**src/rtl/timer_pkg.sv**
```systemverilog
// Shared definitions for the timer interrupt controller: register offsets, ICR fields,
// FSM encoding and source indices.
package timer_pkg;

  localparam logic [2:0] IER_OFF = 3'd0;
  localparam logic [2:0] IPR_OFF = 3'd1;
  localparam logic [2:0] ISR_OFF = 3'd2;
  localparam logic [2:0] IVR_OFF = 3'd3;
  localparam logic [2:0] ICR_OFF = 3'd4;

  localparam int unsigned ICR_GIE = 0;
  localparam int unsigned ICR_LVL = 1;

  localparam int unsigned SRC_OVF = 0;
  localparam int unsigned SRC_UDF = 1;

  typedef enum logic [1:0] {
    StIdle   = 2'd0,
    StAssert = 2'd1,
    StGap    = 2'd2
  } irq_state_e;

endpackage

```
**src/rtl/irq_prio_enc.sv**
```systemverilog
// Fixed-priority encoder: returns the lowest set index of the request vector.
module irq_prio_enc #(
  parameter int unsigned NUM_SRC = 2
) (
  input  logic [NUM_SRC-1:0] req_i,
  output logic [2:0]         idx_o,
  output logic               valid_o
);

  always_comb begin
    idx_o   = '0;
    valid_o = 1'b0;
    // Scan downwards so the lowest set index is the last one written.
    for (int i = int'(NUM_SRC) - 1; i >= 0; i--) begin
      if (req_i[i]) begin
        idx_o   = 3'(i);
        valid_o = 1'b1;
      end
    end
  end

endmodule

```
**src/rtl/timer_irq_ctrl.sv**
```systemverilog
// Timer interrupt controller: edge-detects timer status flags, latches pending bits, masks,
// prioritises and drives a single irq line with vector. Zero-wait-state 8-bit APB slave.
module timer_irq_ctrl
  import timer_pkg::*;
#(
  parameter int unsigned NUM_SRC   = 2,
  parameter logic [7:0]  BASE_ADDR = 8'h10
) (
  input  logic               pclk,
  input  logic               preset,
  input  logic               psel,
  input  logic               penable,
  input  logic               pwrite,
  input  logic [7:0]         paddr,
  input  logic [7:0]         pwdata,
  output logic [7:0]         prdata,
  output logic               pready,
  output logic               pslverr,
  input  logic [NUM_SRC-1:0] src_lvl,
  output logic               irq,
  output logic [2:0]         irq_vec
);

  // Registers are kept 8 bits wide; bits at or above NUM_SRC are masked to constant zero.
  localparam logic [7:0] SrcMask = 8'((16'd1 << NUM_SRC) - 16'd1);

  logic [7:0] off;
  logic       in_win, access, wr_en, rd_en;
  logic [2:0] reg_sel;

  logic [7:0] ier_q, ier_d, ipr_q, ipr_d, src_q, src_w, set_req, clr, isr;
  logic       gie_q, gie_d, lvl_q, lvl_d;

  irq_state_e state_q, state_d;
  logic [2:0] vec_q, vec_d;
  logic [2:0] pri_idx;
  logic       pri_valid;

  assign off     = paddr - BASE_ADDR;
  assign in_win  = (off[7:3] == 5'd0);
  assign reg_sel = off[2:0];
  assign access  = psel & penable & in_win;
  assign wr_en   = access & pwrite;
  assign rd_en   = access & ~pwrite;
  assign pready  = 1'b1;

  assign src_w = 8'(src_lvl);
  assign isr   = ipr_q & ier_q;

  always_comb begin
    prdata  = '0;
    pslverr = 1'b0;
    case (reg_sel)
      IER_OFF: prdata = ier_q;
      IPR_OFF: prdata = ipr_q;
      ISR_OFF: prdata = isr;
      IVR_OFF: prdata = {5'b0, vec_q};
      ICR_OFF: prdata = {6'b0, lvl_q, gie_q};
      default: pslverr = access;
    endcase
    if (!rd_en) prdata = '0;
  end

  always_comb begin
    ier_d = ier_q;
    gie_d = gie_q;
    lvl_d = lvl_q;
    clr   = '0;
    if (wr_en) begin
      case (reg_sel)
        IER_OFF: ier_d = pwdata & SrcMask;
        IPR_OFF: clr = pwdata;
        ICR_OFF: begin
          gie_d = pwdata[ICR_GIE];
          lvl_d = pwdata[ICR_LVL];
        end
        default: ;
      endcase
    end
    set_req = lvl_q ? src_w : (src_w & ~src_q);
    // A new set in the same cycle as a W1C wins, so the event is not lost.
    ipr_d = ((ipr_q & ~clr) | set_req) & SrcMask;
  end

  irq_prio_enc #(
    .NUM_SRC(NUM_SRC)
  ) u_prio (
    .req_i  (isr[NUM_SRC-1:0]),
    .idx_o  (pri_idx),
    .valid_o(pri_valid)
  );

  always_comb begin
    state_d = state_q;
    vec_d   = vec_q;
    unique case (state_q)
      StIdle: begin
        if (gie_q && pri_valid) begin
          state_d = StAssert;
          vec_d   = pri_idx;
        end
      end
      StAssert: begin
        // No preemption: only the serviced source's own status can end the request.
        if (!ipr_q[vec_q] || !ier_q[vec_q] || !gie_q) state_d = StGap;
      end
      StGap:   state_d = StIdle;
      default: state_d = StIdle;
    endcase
  end

  always_ff @(posedge pclk) begin
    if (preset) begin
      ier_q   <= '0;
      ipr_q   <= '0;
      src_q   <= '0;
      gie_q   <= 1'b0;
      lvl_q   <= 1'b0;
      state_q <= StIdle;
      vec_q   <= '0;
    end else begin
      ier_q   <= ier_d;
      ipr_q   <= ipr_d;
      src_q   <= src_w;
      gie_q   <= gie_d;
      lvl_q   <= lvl_d;
      state_q <= state_d;
      vec_q   <= vec_d;
    end
  end

  assign irq     = (state_q == StAssert);
  assign irq_vec = vec_q;

endmodule
```
**config.mk**
```make
export PLATFORM = sky130hd
export DESIGN_NAME = timer_irq_ctrl
export DESIGN_NICKNAME = d
export VERILOG_FILES = /design/src/rtl/timer_pkg.sv /design/src/rtl/irq_prio_enc.sv /design/src/rtl/timer_irq_ctrl.sv
export SDC_FILE = /design/constraint.sdc
export NUM_CORES = 1
export LEC_CHECK = 0
export BUFFER_PORTS_ARGS = -buffer_cell sky130_fd_sc_hd__buf_2
export CELL_PAD_IN_SITES_DETAIL_PLACEMENT = 0
export CELL_PAD_IN_SITES_GLOBAL_PLACEMENT = 1
export CORE_UTILIZATION = 30
export CTS_BUF_LIST = sky130_fd_sc_hd__clkbuf_2
export CTS_CLUSTER_DIAMETER = 60
export DETAILED_ROUTE_END_ITERATION = 7
export PLACE_DENSITY = 0.87
export RECOVER_POWER = 50
export SYNTH_ARGS = -nofsm -noshare
export SYNTH_HDL_FRONTEND = slang
export SYNTH_SLANG_ARGS = --single-unit
```
**constraint.sdc**
```tcl
create_clock -name pclk -period 2.5 [get_ports pclk]
set_input_delay 0.25 -clock pclk [delete_from_list [all_inputs] [get_ports pclk]]
set_output_delay 0.25 -clock pclk [all_outputs]
set_load 0.05 [all_outputs]
```
==> impl_results.md <==
- Site Rows: 17
- Crit path capture: prdata[0]
- PwrDens: 430 mW/mm^2
- NumNets Final: 135
- Max Buffers Root-to-Sink: 2
- First-pass GRT wire length: 2590 um
- TNS Setup: 0 ns
- Adder-Cell Fraction of Synth Area: 1.73%
- CP arrival: 1.61 ns
- Post-synth EDFFs: 0
- Port Buffers: 21
- Post-synth ARST share: 0%
- Gp weighted congestion: 0.763
- CTS root buffer: clkbuf_2
- Share of cells above drive strength 1: 24.5%
- Die Span Y: 51.1 um
- DR iter-0 viols: 5
- Via-per-instance ratio: 4.91
- Pins over their slew limit: 0
- Ys Warns: 0
- Num CTS Buffers: 3
- Gate count of the mapped netlist: 88
- Top-level I/O count: 37
- Clk_lat worst skew: 0.26 ns
- Post-synth top cells: 11 x dfxtp_1, 9 x buf_4, 8 x nand2_1, 8 x nand2b_1, 6 x inv_1
- Initial antenna violation count: 0
- Area growth from synthesis to layout: 15.4%
- GRT overflow: 0
- Largest family of logic cells by synthesized area: simple AND/OR/NAND/NOR gates
- Cell Area, Synth: 722 um^2
- CTS tree: done
- CTS sink count: 11
- Vias in the first global route: 659
- Pin count of the biggest net entering global routing: 13
- Post-synth top area cell: dfxtp_1
- Max cap viols: 0
- Critical path's largest stage delay: 0.28 ns
- Crit path max fanout: 3
- Avg Cell Area, Syn: 8.20 um^2
- Buffer count from post-CTS setup fixing: 0
- Starting density of the core: 32.3%
- Critical R2R Capture: irq_vec[0]$_SDFFE_PP0P_
- GR Util All Layers: 13.3%
- Compound-cell area share of the yosys netlist: 16.3%
- Antenna-violating nets left: 0
- Slowest cell on crit path: buf_2
- Max-slew headroom: 59.9%
- Critical Path Source: paddr[4]
- Hold buffers post-CTS: 0
- Die width: 51.1 um
- Finished Layout Cells: 138
- Count leader, synth: dfxtp_1
- Top_reg_cell synth: dfxtp_1
- Vias: 677
- Core area: 0.00223 mm^2
- CP top delay family: buffers and inverters
- Fmax: 0.537 GHz
- Flops & latches, synth: 11
- Hold/Removal Path Class: in2reg
- Antenna diodes: 0
- Top cell type's share of synthesized area: 30.5%
- Worst vdd ir: 0.216 mV
- Simple-gate share of the synthesized area: 29.6%
- Number of remaining DRC errors: 0
- WP depth: 8
- Critical-path cell list: clkbuf_1, inv_1, ha_1, xnor2_2, and3_2, nand4b_1, a31oi_1, buf_2
- DIE AREA: 0.00261 mm^2
- DP Worst Slack: 0.688 ns
- CTS H-Tree Depth: 1
- Worst Clk Skew: 0.00662 ns
- Area contributors post-synth: dfxtp_1 31%, buf_4 9.4%, nand2b_1 6.9%
- Reg2reg start: gie_q$_SDFFE_PP0P_
- Leakage: 0.382 nW
- Final core occ: 37.3%
- Xor and xnor area share after synthesis: 2.25%
- Worst-margin pin slew: 0.596 ns
- Clock transition at path regs: 0.11 ns
- Req. time, crit path: 2.25 ns
- CTS resizes: 0
- Crit. End Element: output pin
- Status: finished, final reports clean
- Period utilisation layout: 74.5%
- Final worst setup slack: 0.638 ns
- RSZ-0062 raised after global routing: no
- Final Hold Fails: 0
- 1st-pass router iterations: 4
- Post-Route WL: 1490 um
- Routed len/inst: 10.8 um
- R2r worst-path depth: 3
- R2r setup slk: 1.29 ns
- Register area share after synthesis: 30.5%
- Setup Crit Path Kind: in2out
- WP buf/inv: 3
- Mux cell area share after synthesis: 5.55%
- Crit start category: input pin
- Final setup vio count: 0
- Placed Instances: 134
- Final worst path period need: 1.86 ns
- DP HPWL: 1240 um
- Unique masters post-synth: 34
-- sequential cells by signal (all words and copies together), names as in the netlist --
name / cells
ipr_q: 2
state_q: 2
irq_vec: 1
lvl_q: 1
ier_q: 2
src_q: 2
gie_q: 1
-- how the worst min path moves through the flow --
stage / start / to / depth (start not counted)
floorplan: preset / src_q[1]$_SDFF_PP0_ / 1
global placement: state_q[0]$_SDFFE_PP0P_ / state_q[1]$_SDFFE_PP0P_ / 2
detailed placement: state_q[0]$_SDFFE_PP0P_ / state_q[1]$_SDFFE_PP0P_ / 2
CTS: src_lvl[1] / src_q[1]$_SDFF_PP0_ / 2
global route: src_lvl[1] / src_q[1]$_SDFF_PP0_ / 2
finish: src_lvl[1] / src_q[1]$_SDFF_PP0_ / 2
-- cell families after synthesis --
kind of cell	after synthesis
AND/OR/NAND/NOR	36
AO/OA/AOI/OAI	17
buffers and inverters	16
flip-flops	11
multiplexers	4
other	2
adder cells (fa/ha/maj)	1
XOR/XNOR	1
-- routing by layer --
metal / global-route usage, % / routed length (um)
met3: 4.17 / 91
met5: 0 / 0
met2: 23.9 / 765
met1: 14.2 / 614
met4: 5.56 / 14
-- area by class of cell --
type / instances / area (um^2)
Multi-Input combinational cell: 68 / 434
Clock buffer: 4 / 20.0
Sequential cell: 11 / 220
Tap cell: 28 / 35.0
Fill cell: 238 / 1400
Inverter: 6 / 22.5
Timing Repair Buffer: 21 / 101
-- power by group --
group,leakage (nW),internal [mW],switching (mW)
Combinational,0.276,0.0218,0.0519
Clock,0.0166,0.0425,0.0583
Sequential,0.0897,0.179,0.00426
Total,0.382,0.244,0.114
-- layout by cell type (no fill, tap or decap), types with 2 or more instances in the layout --
| cell | count |
|---|---|
| dfxtp_1 | 11 |
| nand4_1 | 2 |
| buf_2 | 18 |
| nand2_1 | 8 |
| o21ai_0 | 2 |
| a31oi_1 | 2 |
| nand3_1 | 3 |
| conb_1 | 9 |
| a21oi_1 | 4 |
| a211oi_1 | 2 |
| nor2_1 | 3 |
| clkbuf_1 | 3 |
| nor2b_1 | 2 |
| inv_1 | 6 |
| nand2b_1 | 8 |
| mux2i_1 | 4 |
| clkbuf_2 | 4 |
| a21boi_0 | 2 |
-- through the flow --
step / hold slack (ns) / cell area (um^2) / power, mW
after CTS: 0.230 / 837 / 0.368
final: 0.252 / 833 / 0.358
after global placement: 0.435 / 817 / 0.260
after global routing: 0.219 / 833 / 0.387
after detailed placement: 0.445 / 817 / 0.262
after floorplan: 0.330 / 748 / 0.251
Note: power is estimated with default switching activity, not from simulation.
